`config.mk`:
```
export PLATFORM = sky130hd
export DESIGN_NAME = led_chaser_multi
export DESIGN_NICKNAME = d
export VERILOG_FILES = /design/src/rtl/led_chaser_multi_pkg.sv /design/src/rtl/led_chaser_multi_ms_tick_gen.sv /design/src/rtl/led_chaser_multi.sv
export SDC_FILE = /design/constraint.sdc
export NUM_CORES = 1
export LEC_CHECK = 0
export BUFFER_PORTS_ARGS = -buffer_cell sky130_fd_sc_hd__buf_2
export CORE_MARGIN = 2
export CORE_UTILIZATION = 65
export CTS_CLUSTER_DIAMETER = 50
export CTS_CLUSTER_SIZE = 24
export DETAILED_ROUTE_END_ITERATION = 8
export PLACE_DENSITY = 0.86
export SLEW_MARGIN = 20
export SYNTH_ARGS = -nofsm -noshare
export SYNTH_HDL_FRONTEND = slang
export SYNTH_SLANG_ARGS = --single-unit
```
`constraint.sdc`:
```
create_clock -name CLK -period 10.6 [get_ports CLK]
set_clock_uncertainty 0.1 [all_clocks]
set_input_delay 1.06 -clock CLK [delete_from_list [all_inputs] [get_ports CLK]]
set_output_delay 1.06 -clock CLK [all_outputs]
set_load 0.005 [all_outputs]
```
`src/rtl/led_chaser_multi_pkg.sv`:
```
// Shared mode and direction encodings for the LED chaser.
// Only MODE values and the ping-pong direction live here.
package led_pkg;

    typedef enum logic [1:0] {
        MODE_ROTL = 2'd0,
        MODE_ROTR = 2'd1,
        MODE_PING = 2'd2,
        MODE_FILL = 2'd3
    } mode_e;

    typedef enum logic {
        DIR_UP = 1'b0,
        DIR_DN = 1'b1
    } dir_e;

endpackage

```
`src/rtl/led_chaser_multi_ms_tick_gen.sv`:
```
// Millisecond prescaler: tick is high for one cycle every TICK_DIV enabled cycles.
// Combinational tick from registered count; EN=0 freezes the count, clr restarts it.
module ms_tick_gen #(
    parameter int TICK_DIV = 50_000
) (
    input  logic CLK,
    input  logic RST,
    input  logic EN,
    input  logic clr,
    output logic tick
);

    localparam int TW = (TICK_DIV > 1) ? $clog2(TICK_DIV) : 1;
    localparam logic [TW-1:0] LAST = TW'(TICK_DIV - 1);

    logic [TW-1:0] tick_cnt_q;
    logic [TW-1:0] tick_cnt_d;

    assign tick = EN && (tick_cnt_q == LAST);

    always_comb begin
        tick_cnt_d = tick_cnt_q;
        if (clr) begin
            tick_cnt_d = '0;
        end else if (EN) begin
            tick_cnt_d = (tick_cnt_q == LAST) ? '0 : tick_cnt_q + TW'(1);
        end
    end

    always_ff @(posedge CLK) begin
        if (RST) begin
            tick_cnt_q <= '0;
        end else begin
            tick_cnt_q <= tick_cnt_d;
        end
    end

endmodule

```
`src/rtl/led_chaser_multi.sv`:
```
// LED pattern generator: steps N_LED outputs every max(STEP_MS,1) ms in one of four modes.
// LED_Out/STEP_Pulse registered one edge after the step decision; EN=0 freezes everything.
module led_chaser_multi
    import led_pkg::*;
#(
    parameter int N_LED    = 8,
    parameter int TICK_DIV = 50_000,
    parameter int STEP_W   = 10
) (
    input  logic              CLK,
    input  logic              RST,
    input  logic              EN,
    input  logic [1:0]        MODE,
    input  logic [STEP_W-1:0] STEP_MS,
    output logic [N_LED-1:0]  LED_Out,
    output logic              STEP_Pulse
);

    localparam logic [N_LED-1:0] ONE = N_LED'(1);

    mode_e             mode_q;
    dir_e              dir_q, dir_d;
    logic [N_LED-1:0]  led_q, led_d;
    logic [N_LED-1:0]  rotl, rotr;
    logic [STEP_W-1:0] ms_cnt_q, ms_cnt_d;
    logic [STEP_W-1:0] period_m1;
    logic              pulse_q;
    logic              tick;
    logic              step;
    logic              mode_chg;
    logic              onehot;

    assign mode_chg = (MODE != mode_q);

    ms_tick_gen #(
        .TICK_DIV (TICK_DIV)
    ) u_ms_tick_gen (
        .CLK  (CLK),
        .RST  (RST),
        .EN   (EN),
        .clr  (mode_chg),
        .tick (tick)
    );

    // >= rather than == so lowering STEP_MS below the running count steps on the next tick.
    assign period_m1 = (STEP_MS == '0) ? '0 : STEP_MS - STEP_W'(1);
    assign step      = tick && (ms_cnt_q >= period_m1);

    always_comb begin
        ms_cnt_d = ms_cnt_q;
        if (tick) begin
            ms_cnt_d = step ? '0 : ms_cnt_q + STEP_W'(1);
        end
    end

    always_comb begin
        rotl = '0;
        rotr = '0;
        for (int i = 0; i < N_LED; i++) begin
            rotl[i] = led_q[(i + N_LED - 1) % N_LED];
            rotr[i] = led_q[(i + 1) % N_LED];
        end
    end

    assign onehot = $onehot(led_q);

    always_comb begin
        led_d = led_q;
        dir_d = dir_q;
        case (mode_q)
            MODE_ROTL: led_d = onehot ? rotl : ONE;
            MODE_ROTR: led_d = onehot ? rotr : ONE;
            MODE_PING: begin
                if (!onehot || N_LED == 1) begin
                    led_d = ONE;
                    dir_d = DIR_UP;
                end else if (dir_q == DIR_UP) begin
                    // Turning at an end moves immediately, so each end bit dwells one step.
                    if (led_q[N_LED-1]) begin
                        led_d = led_q >> 1;
                        dir_d = DIR_DN;
                    end else begin
                        led_d = led_q << 1;
                    end
                end else begin
                    if (led_q[0]) begin
                        led_d = led_q << 1;
                        dir_d = DIR_UP;
                    end else begin
                        led_d = led_q >> 1;
                    end
                end
            end
            MODE_FILL: begin
                if (&led_q) begin
                    led_d = '0;
                end else if (led_q == '0) begin
                    led_d = ONE;
                end else begin
                    led_d = (led_q << 1) | ONE;
                end
            end
            default: led_d = led_q;
        endcase
    end

    always_ff @(posedge CLK) begin
        if (RST || mode_chg) begin
            mode_q   <= mode_e'(MODE);
            led_q    <= ONE;
            dir_q    <= DIR_UP;
            ms_cnt_q <= '0;
            pulse_q  <= 1'b0;
        end else begin
            pulse_q  <= step;
            ms_cnt_q <= ms_cnt_d;
            if (step) begin
                led_q <= led_d;
                dir_q <= dir_d;
            end
        end
    end

    assign LED_Out    = led_q;
    assign STEP_Pulse = pulse_q;

endmodule
```
==> impl_metrics.csv <==
group,metric,value,unit
clock_tree,cts_resized,0,
sta,rsz0062_at_grt,"no",
detailed_routing,drc_errors,0,
final_layout,instances_no_fill,401,
yosys,ys_seq_area_share,28.2,%
sta,finalSetupTns,0,ns
critical_path,cp_max_fo,11,
place,dp_hpwl,4280,µm
yosys,yosys.area.top_type_share,26.0,%
critical_path,required,10.65,ns
yosys,synth_top_area_cell,"dfxtp_1",
clock_tree,h-tree-depth,2,
place,gp_congestion,0.909,
power,p_sw,0.0712,mW
floorplanning,die_h,69.3,µm
sta,post-route-min-period,4.69,ns
detailed_routing,met1_length,2620,µm
power,p_seq_share,54.3,%
power,ir_drop,0.0000614,V
critical_path,worst-setup-path-type,"flip-flop to flip-flop",
yosys,yosysMostFrequentCell,"dfxtp_1",
clock_tree,clock_latency,0.30,ns
clock_tree,cts_tree,"done",
critical_path,crit_path_end_kind,"flip-flop",
floorplanning,die_x,69.3,µm
critical_path,path_cells,"inv_1, fa_1, fa_1, fa_1, inv_1, ha_1, inv_1, fa_1, and3b_1, a31oi_1, o21ai_0, a21oi_1, a211oi_1",
final_layout,antennaDiodeCount,0,
sta,timing.final.crit_share,44.2,%
power,p_int,0.200,mW
yosys,synth_commonest_cells,"36 x dfxtp_1, 30 x nand2_1, 26 x nor2_1, 20 x ha_1, 20 x xor2_1",
global_route,grt_max_degree,23,
critical_path,worstPathArrival,4.73,ns
yosys,avgSynthCellArea,8.19,µm²
sta,hold_viol,0,
final_layout,layout.nets,389,
yosys,synthFlopType,"dfxtp_1",
clock_tree,numCtsBuffers,5,
yosys,synthTopCellsByArea,"dfxtp_1 26%, ha_1 9.0%, xor2_1 6.3%, nand2_1 4.1%, a211oi_1 3.5%",
clock_tree,hold_buffers,0,
critical_path,path_common_cell,"fa_1",
floorplanning,coreArea,4060,µm²
place,place.port_buffers,23,
final_layout,drive_above_1_share,11.1,%
sta,relSlewSlack,38.0,%
yosys,synth.distinct_cells,53,
sta,fmax,0.213,GHz
detailed_routing,ant_nets,0,
sta,setup_viol,0,
yosys,synth_seq_cells,38,
detailed_routing,wire_per_inst,14.7,µm
power,power-per-cell-area,92.4,nW/µm²
critical_path,r2r_slack,5.91,ns
global_route,grt_pass1_wl,10300,µm
floorplanning,rows,23,
detailed_routing,first_iter_violations,199,
global_route,grt_use_total,25.8,%
place,dpl.cell_count,393,
power,clkPwrFrac,36.7,%
critical_path,cp-start-kind,"flip-flop",
global_route,antenna_found_initial,0,
clock_tree,cts.sinks,38,
detailed_routing,top_layer_used,"met4",
critical_path,critical-path-slowest-cell,"a31oi_1",
detailed_routing,via_count,2527,
detailed_routing,finalWirelength,5910,µm
critical_path,cpPeakStageDelay,0.60,ns
final_layout,syn_to_final_growth,6.15,%
power,leakage,1.09,nW
yosys,synth_nets,377,
yosys,syn_inst,338,
floorplanning,initial_core_util,68.2,%
outcome,status,"complete, no violations",
clock_tree,clockBufferDepth,2,
hold_path,worstHoldPathType,"flip-flop to flip-flop",
detailed_routing,vias_per_cell,6.30,
detailed_routing,met3_length,402,µm
yosys,async_reset_ff_share,0,%
clock_tree,clk_pin_slew,0.07,ns
floorplanning,ios,24,
clock_tree,cts_setup_buffers,0,
clock_tree,cts_root_buf,"clkbuf_8",
yosys,syn_area,2770,µm²
detailed_routing,dr.pass1.iters,5,
sta,worst_pin_slew,0.922,ns
yosys,synth_warnings,0,
floorplanning,die_area,4800,µm²
power,comb_power_share,9.1,%
detailed_routing,met2_length,2820,µm
global_route,overflow,0,
power,swShare,26.2,%
sta,slew_viol_final,0,
job,cap_violations,0,
yosys,synth_edf_count,2,
global_route,grt_pass1_vias,2430,
==> logic make-up after synthesis <==
kind of cell    synth area share (%)
flops                           28.2
compound gates                  15.5
fa+ha+maj                       11.9
simple gates                    27.1
mux                             2.53
buf+inv                         5.87
xor+xnor                        8.86
==> cells in the final DEF, fill, tap and decap left out, types with 3 or more instances in the layout <==
cell type  synthesis  routed
o21ai_0            7       7
nor2_1            26      26
xor2_1            20      20
nand2_1           30      30
or4_1              3       3
ha_1              20      20
and2_1             3       3
dfxtp_1           36      36
nor2b_1            5       5
a211o_1            3       3
mux2i_1            7       7
nand3_1           11      11
and3_1             3       3
inv_1             19      19
nand4_1           15      15
nand2b_1           4       4
nor3_1            19      19
fa_1               4       4
a31oi_1            5       5
a211oi_1          13      13
o211ai_1           4       4
buf_2              0      23
a22o_1             3       3
clkbuf_8           0       5
xnor2_1            8       8
a21oi_1           19      19
==> per-stage QoR <==
step	hold slack (ns)	power [mW]	utilization [%]	setup WS, ns	area [µm²]
2_1_floorplan	0.371	0.167	-	6.43	2770
3_3_place_gp	0.390	0.174	70.4	6.26	2860
3_5_place_dp	0.407	0.175	70.4	6.00	2860
4_1_cts	0.419	0.273	72.4	5.99	2940
5_1_grt	0.447	0.281	72.4	5.70	2940
6_report	0.423	0.272	72.4	5.91	2940
==> critical path, delay by kind of cell, from the launching register on <==
| family | cells | cell delay [ns] |
|---|---|---|
| adder cells (fa/ha/maj) | 5 | 2.11 |
| AND/OR/NAND/NOR | 1 | 0.21 |
| AO/OA/AOI/OAI | 4 | 1.33 |
| buffers and inverters | 3 | 0.27 |
| flip-flops | 1 | 0.52 |
==> layer usage <==
metal  track usage (%)  up-vias
met4              10.9        0
met1              32.9     1177
met3              5.23        9
met2              42.3       95
li1                  -     1246
met5                 0        -
==> worst paths after layout <==
path                                startpoint                            to  cells past startpoint
setup reg to reg                    LED_Out[0]                    LED_Out[3]                     13
hold reg to reg   u_ms_tick_gen.tick_cnt_q[12]  u_ms_tick_gen.tick_cnt_q[12]                      2
setup / recovery                    LED_Out[0]                    LED_Out[3]                     13
hold / removal    u_ms_tick_gen.tick_cnt_q[12]  u_ms_tick_gen.tick_cnt_q[12]                      2
==> registers in the layout, indices dropped and copies added (netlist names) <==
register,count
u_ms_tick_gen.tick_cnt_q,16
ms_cnt_q,10
mode_q,2
LED_Out,8
STEP_Pulse,1
dir_q,1
==> cell type report <==
type	instances	area [µm²]
Clock inverter	1	7.51
Clock buffer	7	76.3
Tap cell	50	62.6
Fill cell	341	1120
Timing Repair Buffer	23	115
Multi-Input combinational cell	263	1830
Inverter	19	71.3
Sequential cell	38	781
==> power groups by stage <==
stage          Sequential (mW)  Combinational (mW)  Clock (mW)
5_1_grt                  0.148              0.0278       0.106
3_5_place_dp             0.151              0.0246           0
2_1_floorplan            0.149              0.0186           0
6_report                 0.147              0.0247      0.0996
4_1_cts                  0.147              0.0246       0.101
3_3_place_gp             0.151              0.0237           0
Note: power is estimated with default switching activity, not from simulation.
